`config.mk`:
```
export PLATFORM = sky130hd
export DESIGN_NAME = strobe_capture_fifo
export DESIGN_NICKNAME = d
export VERILOG_FILES = /design/src/rtl/strobe_capture_fifo_pkg.sv /design/src/rtl/rise_detect.sv /design/src/rtl/strobe_capture_fifo.sv
export SDC_FILE = /design/constraint.sdc
export NUM_CORES = 1
export LEC_CHECK = 0
export BUFFER_PORTS_ARGS = -buffer_cell sky130_fd_sc_hd__buf_4
export CORE_MARGIN = 2
export CORE_UTILIZATION = 44
export CTS_CLUSTER_DIAMETER = 120
export DETAILED_ROUTE_END_ITERATION = 8
export MAX_ROUTING_LAYER = met4
export PLACE_DENSITY_LB_ADDON = 0.3
export SYNTH_ARGS = -nofsm -noshare
export SYNTH_HDL_FRONTEND = slang
export SYNTH_HIERARCHICAL = 1
export SYNTH_SLANG_ARGS = --single-unit
```
`constraint.sdc`:
```
create_clock -name clk -period 2.65 [get_ports clk]
set_input_delay 0.265 -clock clk [delete_from_list [all_inputs] [get_ports clk]]
set_output_delay 0.265 -clock clk [all_outputs]
set_load 0.005 [all_outputs]
```
`src/rtl/strobe_capture_fifo_pkg.sv`:
```
// Shared widths and defaults for the strobe capture FIFO and its consumers.
package strobe_capture_fifo_pkg;

  localparam int DEF_DATA_W = 12;
  localparam int DEF_DEPTH  = 4;
  localparam int DEF_CNT_W  = 16;

  // Pointer width for a power-of-2 depth; never narrower than one bit.
  function automatic int ptr_w(input int depth);
    return (depth < 2) ? 1 : $clog2(depth);
  endfunction

  // Occupancy needs one extra bit so that 0..DEPTH is representable.
  function automatic int level_w(input int depth);
    return ptr_w(depth) + 1;
  endfunction

endpackage

```
`src/rtl/rise_detect.sv`:
```
// Rising-edge detector: one-cycle pulse on each low-to-high transition of in.
module rise_detect (
  input  logic clk,
  input  logic reset,
  input  logic in,
  output logic pulse
);

  logic strobe_d_q;
  logic strobe_d_d;

  always_comb begin
    strobe_d_d = in;
  end

  always_ff @(posedge clk or posedge reset) begin
    if (reset) strobe_d_q <= 1'b0;
    else       strobe_d_q <= strobe_d_d;
  end

  assign pulse = in & ~strobe_d_q;

endmodule

```
`src/rtl/strobe_capture_fifo.sv`:
```
// Captures data_in on each strobe rising edge into a first-word-fall-through FIFO,
// with a sticky overflow flag and a wrapping strobe counter for debug.
module strobe_capture_fifo
  import strobe_capture_fifo_pkg::*;
#(
  parameter int DATA_W = DEF_DATA_W,
  parameter int DEPTH  = DEF_DEPTH,
  parameter int CNT_W  = DEF_CNT_W
) (
  input  logic                      clk,
  input  logic                      reset,
  input  logic                      strobe_in,
  input  logic [DATA_W-1:0]         data_in,
  output logic [DATA_W-1:0]         out_data,
  output logic                      out_valid,
  input  logic                      out_ready,
  output logic [level_w(DEPTH)-1:0] level,
  output logic                      overflow,
  input  logic                      clear_ovf,
  output logic [CNT_W-1:0]          strobe_count
);

  localparam int PTR_W = ptr_w(DEPTH);
  localparam int LVL_W = level_w(DEPTH);

  logic [DATA_W-1:0] mem_q [DEPTH];
  logic [DATA_W-1:0] mem_d [DEPTH];
  logic [PTR_W-1:0]  wr_ptr_q, wr_ptr_d;
  logic [PTR_W-1:0]  rd_ptr_q, rd_ptr_d;
  logic [LVL_W-1:0]  level_q, level_d;
  logic              overflow_q, overflow_d;
  logic [CNT_W-1:0]  count_q, count_d;

  logic push_req, push, pop, full, drop;

  rise_detect u_rise_detect (
    .clk   (clk),
    .reset (reset),
    .in    (strobe_in),
    .pulse (push_req)
  );

  // Handshake: a word transfers on any clock edge where out_valid && out_ready;
  // out_data/out_valid depend only on state, never combinationally on out_ready.
  assign full = (level_q == LVL_W'(DEPTH));
  assign pop  = out_valid & out_ready;
  // A full FIFO still accepts a push when the head leaves in the same cycle.
  assign push = push_req & (~full | pop);
  assign drop = push_req & full & ~pop;

  always_comb begin
    mem_d      = mem_q;
    wr_ptr_d   = wr_ptr_q;
    rd_ptr_d   = rd_ptr_q;
    level_d    = level_q;
    overflow_d = overflow_q;
    count_d    = count_q;

    if (push) begin
      mem_d[wr_ptr_q] = data_in;
      wr_ptr_d        = wr_ptr_q + PTR_W'(1);
    end
    if (pop) rd_ptr_d = rd_ptr_q + PTR_W'(1);

    case ({push, pop})
      2'b10:   level_d = level_q + LVL_W'(1);
      2'b01:   level_d = level_q - LVL_W'(1);
      default: level_d = level_q;
    endcase

    if (drop)           overflow_d = 1'b1;
    else if (clear_ovf) overflow_d = 1'b0;

    if (push_req) count_d = count_q + CNT_W'(1);
  end

  always_ff @(posedge clk or posedge reset) begin
    if (reset) begin
      for (int i = 0; i < DEPTH; i++) mem_q[i] <= '0;
      wr_ptr_q   <= '0;
      rd_ptr_q   <= '0;
      level_q    <= '0;
      overflow_q <= 1'b0;
      count_q    <= '0;
    end else begin
      for (int i = 0; i < DEPTH; i++) mem_q[i] <= mem_d[i];
      wr_ptr_q   <= wr_ptr_d;
      rd_ptr_q   <= rd_ptr_d;
      level_q    <= level_d;
      overflow_q <= overflow_d;
      count_q    <= count_d;
    end
  end

  assign out_data     = mem_q[rd_ptr_q];
  assign out_valid    = (level_q != '0);
  assign level        = level_q;
  assign overflow     = overflow_q;
  assign strobe_count = count_q;

endmodule

```
==> run summary, run 1 <==
Worst-Margin Slew = 0.4140 ns
Startpoint Class = flip-flop
Worst slack, placed = 0.7292 ns
Synth Instances = 236
CTS tree = built
Register area share after synthesis = 0.5415
Prevailing post-synth register cell = dfrtp_1
Initial antenna violation count = 0
Register bit total from synthesis = 73
H-tree depth = 3
Max Root-Sink Buffers = 2
Minimum clock period = 1.951 ns
DP HPWL = 3964 um
Remaining DRCs = 0
RSZ-0062 raised after global routing = no
Setup Buffers After CTS = 0
TNS Setup = 0 ns
Vias post-DR = 1993
I/O pin count = 50
PortBufs = 49
RR Endpoint = level[1]$_DFFE_PP0P_
Setup-failing EPs final = 0
CP endpoint = level[1]$_DFFE_PP0P_
Largest net degree at the start of global routing = 73
Die ar. = 8383 sq um
Pre-antenna DRT Iters = 4
Mapped Avg Cell Area = 14.29 sq um
Peak Freq = 512.5 MHz
WS Path Type = flip-flop to flip-flop
Syn nets = 259
Post-Route WL = 5873 um
Synth cell types = 32
Placed insts = 376
Clock root buffer = clkbuf_8
Setup WS post-layout = 0.6987 ns
Worst skew pair latency = 0.34 ns
Gr usage total = 0.1602
Post-CTS sizing = 0
Vias/cell = 5.084
Reg2Reg Setup Slack = 0.70 ns
First-pass GRT wire length = 10180 um
Fraction of the mapped netlist area in simple logic gates = 0.07344
Crit Path Max Fanout = 9
Yosys top cell area share = 0.5415
Worst setup path startpoint = level[1]$_DFFE_PP0P_
Post-synthesis mux area share = 0.2496
Critical R2R Launch = level[1]$_DFFE_PP0P_
Clock skew = 0.008792 ns
Most frequent cell after synthesis = dfrtp_1
Relative slew margins = 0.7240
Synth Area in Compound Gates = 0.02337
R2R cell count = 5
Die Wd = 91.56 um
Final hold violations = 0
Std-Cell Rows = 31
Worst path required time = 2.92 ns
Largest family of logic cells by synthesized area = multiplexers
Power per cell area = 1139 nW/um^2
Fraction of layout cells with a size suffix above 1 = 0.4642
Initial drt markers = 61
Outcome = completed
Number of nets in the layout = 312
Cell accounting for the most synthesized area = dfrtp_1
Max-slew violation count = 0
Hold WS = 0.04060 ns
Cell area after synthesis = 3373 sq um
HP Class = primary input to flip-flop
Core area = 7331 sq um
N_diodes = 0
Crit. End Element = flip-flop
Max Cap Viol = 0
Ys Warns = 6
Critical Path AT = 2.22 ns
Final RePlAce weighted congestion = 0.8142
Effective utilization at floorplan = 0.4601
Synthesized-area fraction occupied by adder cells = 0.02448
Async S/R FF share, synth = 1.000
Layout Cells excl Fill = 392
Wirelength per Cell = 14.98 um
Post-route ant nets = 0
Top cells by count, synth = dfrtp_1, mux2_2, mux4_2, xnor2_1, inv_1
Area Overhead vs Synth = 20.10%
Max VDD drop = 0.6538 mV
CTS sink cnt = 73
Vias in the first global route = 2016
Clock slew at reported path FFs = 0.07 ns
Synth Area in XOR/XNOR = 0.04933
Total CTS buffers = 9
Period utilisation layout = 0.7363
Grt ovf = 0
Util after Layout = 0.5527
Vert. Die Dim = 91.56 um
Leak Pwr = 1.863 nW
Number of synthesized flops with an enable pin = 0
Top cells by area, synth = dfrtp_1, mux2_2, mux4_2
==> per-layer routing <==
metal / share of wire / vias up / wire length (um) / track usage
met3: 0.048 / 6 / 282 / 0.05809
met5: 0 / - / 0 / -
met2: 0.50 / 43 / 2913 / 0.2475
met1: 0.45 / 1003 / 2640 / 0.2009
met4: 0.0061 / 0 / 36 / 0.04167
li1: - / 941 / - / -
==> final cells by class <==
type	instances	area, sq um
Clock buffer	10	127.6
Tap cell	99	123.9
Fill cell	625	3279
Timing Repair Buffer	53	412.9
Sequential cell	73	1827
Clock inverter	5	105.1
Multi-Input combinational cell	142	1418
Inverter	10	37.54
==> per-stage QoR <==
step	power, W	instance area [sq um]
6_report	0.004613	4051
5_1_grt	0.004930	4051
4_1_cts	0.004684	4051
3_5_place_dp	0.003656	3809
3_3_place_gp	0.003586	3809
2_1_floorplan	0.003029	3373
==> layout by cell type, fill, tap and decap left out, drive strengths merged, types with 2 or more instances in the layout <==
| master | synthesis | routed |
|---|---|---|
| dfrtp | 73 | 73 |
| buf | 11 | 52 |
| mux2 | 49 | 49 |
| nand2 | 13 | 13 |
| mux4 | 12 | 12 |
| xnor2 | 11 | 11 |
| inv | 10 | 10 |
| clkbuf | 0 | 10 |
| xor2 | 8 | 8 |
| nor2 | 7 | 7 |
| o21ai | 6 | 6 |
| nand3 | 5 | 5 |
| ha | 5 | 5 |
| nand4 | 4 | 4 |
| and3 | 4 | 4 |
| bufinv | 0 | 3 |
| nor2b | 3 | 3 |
| mux2i | 2 | 2 |
| a211oi | 2 | 2 |
| a21oi | 2 | 2 |
| clkinvlp | 0 | 2 |
| nor3 | 2 | 2 |
==> what timing repair did <==
item                       4_1_cts  5_1_grt
hold buffers                     1        0
setup endpoints to repair        0        0
hold endpoints to repair         1        0
==> cell families after synthesis <==
| logic type | after synthesis |
|---|---|
| buffers and inverters | 21 |
| flip-flops | 73 |
| AO/OA/AOI/OAI | 13 |
| XOR/XNOR | 19 |
| multiplexers | 63 |
| adder cells (fa/ha/maj) | 6 |
| AND/OR/NAND/NOR | 41 |
==> worst max-delay path: stages, from the launching register on <==
cell and delay [ns]:
dfrtp_1 0.50, or3_1 0.47, nand3_1 0.12, fa_1 0.44, a211oi_1 0.19, a2bb2oi_1 0.16
==> power by group <==
group	internal, W	total, W	leakage (nW)	switching, W
Combinational	0.00109	0.00167	0.859	0.000579
Clock	0.000620	0.00102	0.109	0.000396
Sequential	0.00158	0.00193	0.895	0.000343
Total	0.00330	0.00461	1.86	0.00132
==> worst min path at each step <==
stage,depth (start not counted),endpoint,startpoint,slack [ns]
final,1,u_rise_detect/strobe_d_q$_DFF_PP0_,strobe_in,0.04
after global routing,1,u_rise_detect/strobe_d_q$_DFF_PP0_,strobe_in,0.02
after detailed placement,2,u_rise_detect/strobe_d_q$_DFF_PP0_,reset,0.12
after CTS,1,u_rise_detect/strobe_d_q$_DFF_PP0_,strobe_in,0.02
after global placement,2,u_rise_detect/strobe_d_q$_DFF_PP0_,reset,0.12
after floorplan,1,u_rise_detect/strobe_d_q$_DFF_PP0_,reset,-0.006
==> state kept, by name, summed over array words and instances, names as in the netlist <==
name / flops
level: 3
overflow: 1
wr_ptr_q: 2
strobe_count: 16
rd_ptr_q: 2
mem_q: 48
u_rise_detect/strobe_d_q: 1
No activity file was read; power rests on OpenSTA's default activity.
==> run 2, diff against run 1 <==
==> constraint.sdc (replaced) <==
create_clock -name clk -period 1.57 [get_ports clk]
set_input_delay 0.157 -clock clk [delete_from_list [all_inputs] [get_ports clk]]
set_output_delay 0.157 -clock clk [all_outputs]
set_load 0.005 [all_outputs]
==> run 2 against run 1 <==
- the flow now finishes with violations (negative setup slack)
- cell count rose by 11%
- die area did not move
- global-route usage rose by 3.4 points
- routed wire length rose by 24%
- utilization rose by 10 points
- design area rose by 19%
- count of clock-buffer cells in the layout fell by 1
==> run summary, run 2 (same netlist as run 1, synthesis figures left out) <==
N_diodes = 0 (unchanged)
Post-DP Area = 4205 sq um (+10%)
Layout Cells excl Fill = 436 (+11%)
Area Overhead vs Synth = 42.88%
Outcome = finished with violations
Core area = 7331 sq um (unchanged)
Relative slew margins = 0.8057 (+0.08174)
Period utilisation layout = 1.117
Total CTS buffers = 9 (unchanged)
Max-slew violation count = 0 (unchanged)
Gr usage total = 0.1940 (+0.03382)
WHS Path Cells = 2 (+1)
Fraction of layout cells with a size suffix above 1 = 0.5727 (+0.1085)
Most flop-heavy register = mem_q
Placed insts = 398 (+5.9%)
Power per cell area = 1908 nW/um^2 (+68%)
Max Cap Viol = 0 (unchanged)
Commonest non-fill, non-tap cells in the layout = dfrtp_1, buf_4, mux2_4
H-tree depth = 3 (unchanged)
CTS tree = built
R2R cell count = 7 (+2)
Top Layer Used = met4
Cells along the critical path = clkbuf_16 > mux4_2 > buf_6
Grt ovf = 0 (unchanged)
Largest net degree at the start of global routing = 51 (-30%)
TNS Setup = -7.203 ns (-7.203 ns)
Worst-Margin Slew = 0.2902 ns (-0.1238 ns)
Critical R2R Launch = level[1]$_DFFE_PP0P_
Max Root-Sink Buffers = 2 (unchanged)
Setup-failing EPs final = 61 (+61)
Final hold violations = 0 (unchanged)
Crit. End Element = output pin
Vias in the first global route = 2415 (+20%)
Max VDD drop = 0.7494 mV (+15%)
Hold Path End = mem_q[19]$_DFFE_PP0P_
DR WL met3 = 275 um (-2.5%)
Setup WS post-layout = -0.1833 ns (-0.8820 ns)
Slowest-stage cell, CP = mux4_2
Peak Freq = 570.4 MHz
Worst skew pair latency = 0.35 ns (about the same)
Startpoint Class = flip-flop
Wirelength per Cell = 16.76 um (+12%)
Die ar. = 8383 sq um (unchanged)
Most common cell after layout, fill and taps aside = dfrtp_1
Vert. Die Dim = 91.56 um (unchanged)
Worst hold start = data_in[7]
HP Class = primary input to flip-flop
Leak Pwr = 2.429 nW (+30%)
Finished Cell Area = 4820 sq um (+19%)
Clock slew at reported path FFs = 0.08 ns (about the same)
Vias post-DR = 2196 (+10%)
Post-Route WL = 7309 um (+24%)
Failing checks = negative setup slack
Critical Path AT = 1.60 ns (-0.62 ns)
Number of flip-flops in the largest register = 48 (unchanged)
WS Path Type = flip-flop to output pin
Initial antenna violation count = 0 (unchanged)
Pre-antenna DRT Iters = 4 (unchanged)
Minimum clock period = 1.753 ns
Die Wd = 91.56 um (unchanged)
CP max stage delay = 0.50 ns (about the same)
RSZ-0062 raised after global routing = yes
Clock skew = 0.01060 ns (+0.001804 ns)
Number of nets in the layout = 355 (+14%)
Util after Layout = 0.6575 (+0.1048)
DP HPWL = 4544 um (+15%)
Vias/cell = 5.037 (-0.93%)
Final RePlAce weighted congestion = 0.8047 (-1.2%)
Effective utilization at floorplan = 0.4601 (unchanged)
M1 WL = 3338 um (+26%)
I/O pin count = 50 (unchanged)
Std-Cell Rows = 31 (unchanged)
PortBufs = 49 (unchanged)
Post-route ant nets = 0 (unchanged)
First-pass GRT wire length = 12320 um (+21%)
Worst path required time = 1.41 ns (-1.51 ns)
Met2 wire length = 3580 um (+23%)
Remaining DRCs = 0 (unchanged)
Clock root buffer = clkbuf_8
RR Endpoint = mem_q[30]$_DFFE_PP0P_
Reg2Reg Setup Slack = -0.17 ns (-0.87 ns)
Initial drt markers = 81 (+33%)
Crit Path Max Fanout = 6 (-3)
CTS sink cnt = 73 (unchanged)
==> run 2: cell count changes in the layout (fill, tap and decap cells not counted), moves of 6 or more <==
| cell | previous run | this run |
|---|---|---|
| buf_4 | 51 | 59 |
| mux2_2 | 49 | 1 |
| mux2_4 | 0 | 48 |
| buf_6 | 0 | 22 |
| buf_12 | 1 | 7 |
==> run 2: per-layer routing <==
layer,global-route usage,up-vias
met5,-,-
met4,0.06061,0
met3,0.04398,14
met2,0.2947,57
met1,0.2612,1096
li1,-,1029
==> run 2: critical path, delay by kind of cell, from the launching register on <==
kind | cells | cell delay (ns)
buffers and inverters | 2 | 0.31
flip-flops | 1 | 0.43
multiplexers | 1 | 0.50
==> run 2: through the flow <==
stage,setup slack [ns],hold WS [ns],total power (W)
after floorplan,-0.2536,-0.1143,0.005526
after global placement,-0.09289,0.02146,0.006774
after detailed placement,-0.1427,0.02430,0.006896
after CTS,-0.1970,0.05485,0.008928
after global routing,-0.2347,0.05822,0.009781
final,-0.1833,0.06888,0.009195
==> run 2: area by class of cell <==
class | instances | area, sq um
clock buffer | 9 | 123.9
clock inverter | 7 | 68.82
fill | 530 | 2511
inverter | 10 | 41.29
multi-input combinational | 142 | 1650
sequential | 73 | 1831
tap | 99 | 123.9
timing repair buffer | 96 | 980.9
==> run 2: repair_timing <==
item	4_1_cts	5_1_grt
hold endpoints to repair	74	0
pin swaps	7	8
setup endpoints to repair	62	69
buffers inserted	6	11
gates cloned	3	2
hold buffers	3	0
gates resized for setup	36	15
==> run 2: worst max-delay path by stage <==
| stage | depth (start not counted) | start | endpoint | slack [ns] |
|---|---|---|---|---|
| 2_1_floorplan | 6 | level[1]$_DFFE_PP0P_ | level[1]$_DFFE_PP0P_ | -0.25 |
| 3_3_place_gp | 5 | level[1]$_DFFE_PP0P_ | level[1]$_DFFE_PP0P_ | -0.09 |
| 3_5_place_dp | 8 | u_rise_detect/strobe_d_q$_DFF_PP0_ | level[2]$_DFFE_PP0P_ | -0.14 |
| 4_1_cts | 3 | rd_ptr_q[1]$_DFFE_PP0N_ | out_data[5] | -0.20 |
| 5_1_grt | 3 | rd_ptr_q[1]$_DFFE_PP0N_ | out_data[9] | -0.23 |
| 6_report | 3 | rd_ptr_q[1]$_DFFE_PP0N_ | out_data[9] | -0.18 |
==> run 2: power by group <==
part	switching [W]	leakage [nW]	internal (W)
logic	0.00145	1.44	0.00305
clock network	0.000735	0.0954	0.000731
registers	0.000538	0.892	0.00268
total	0.00273	2.43	0.00647
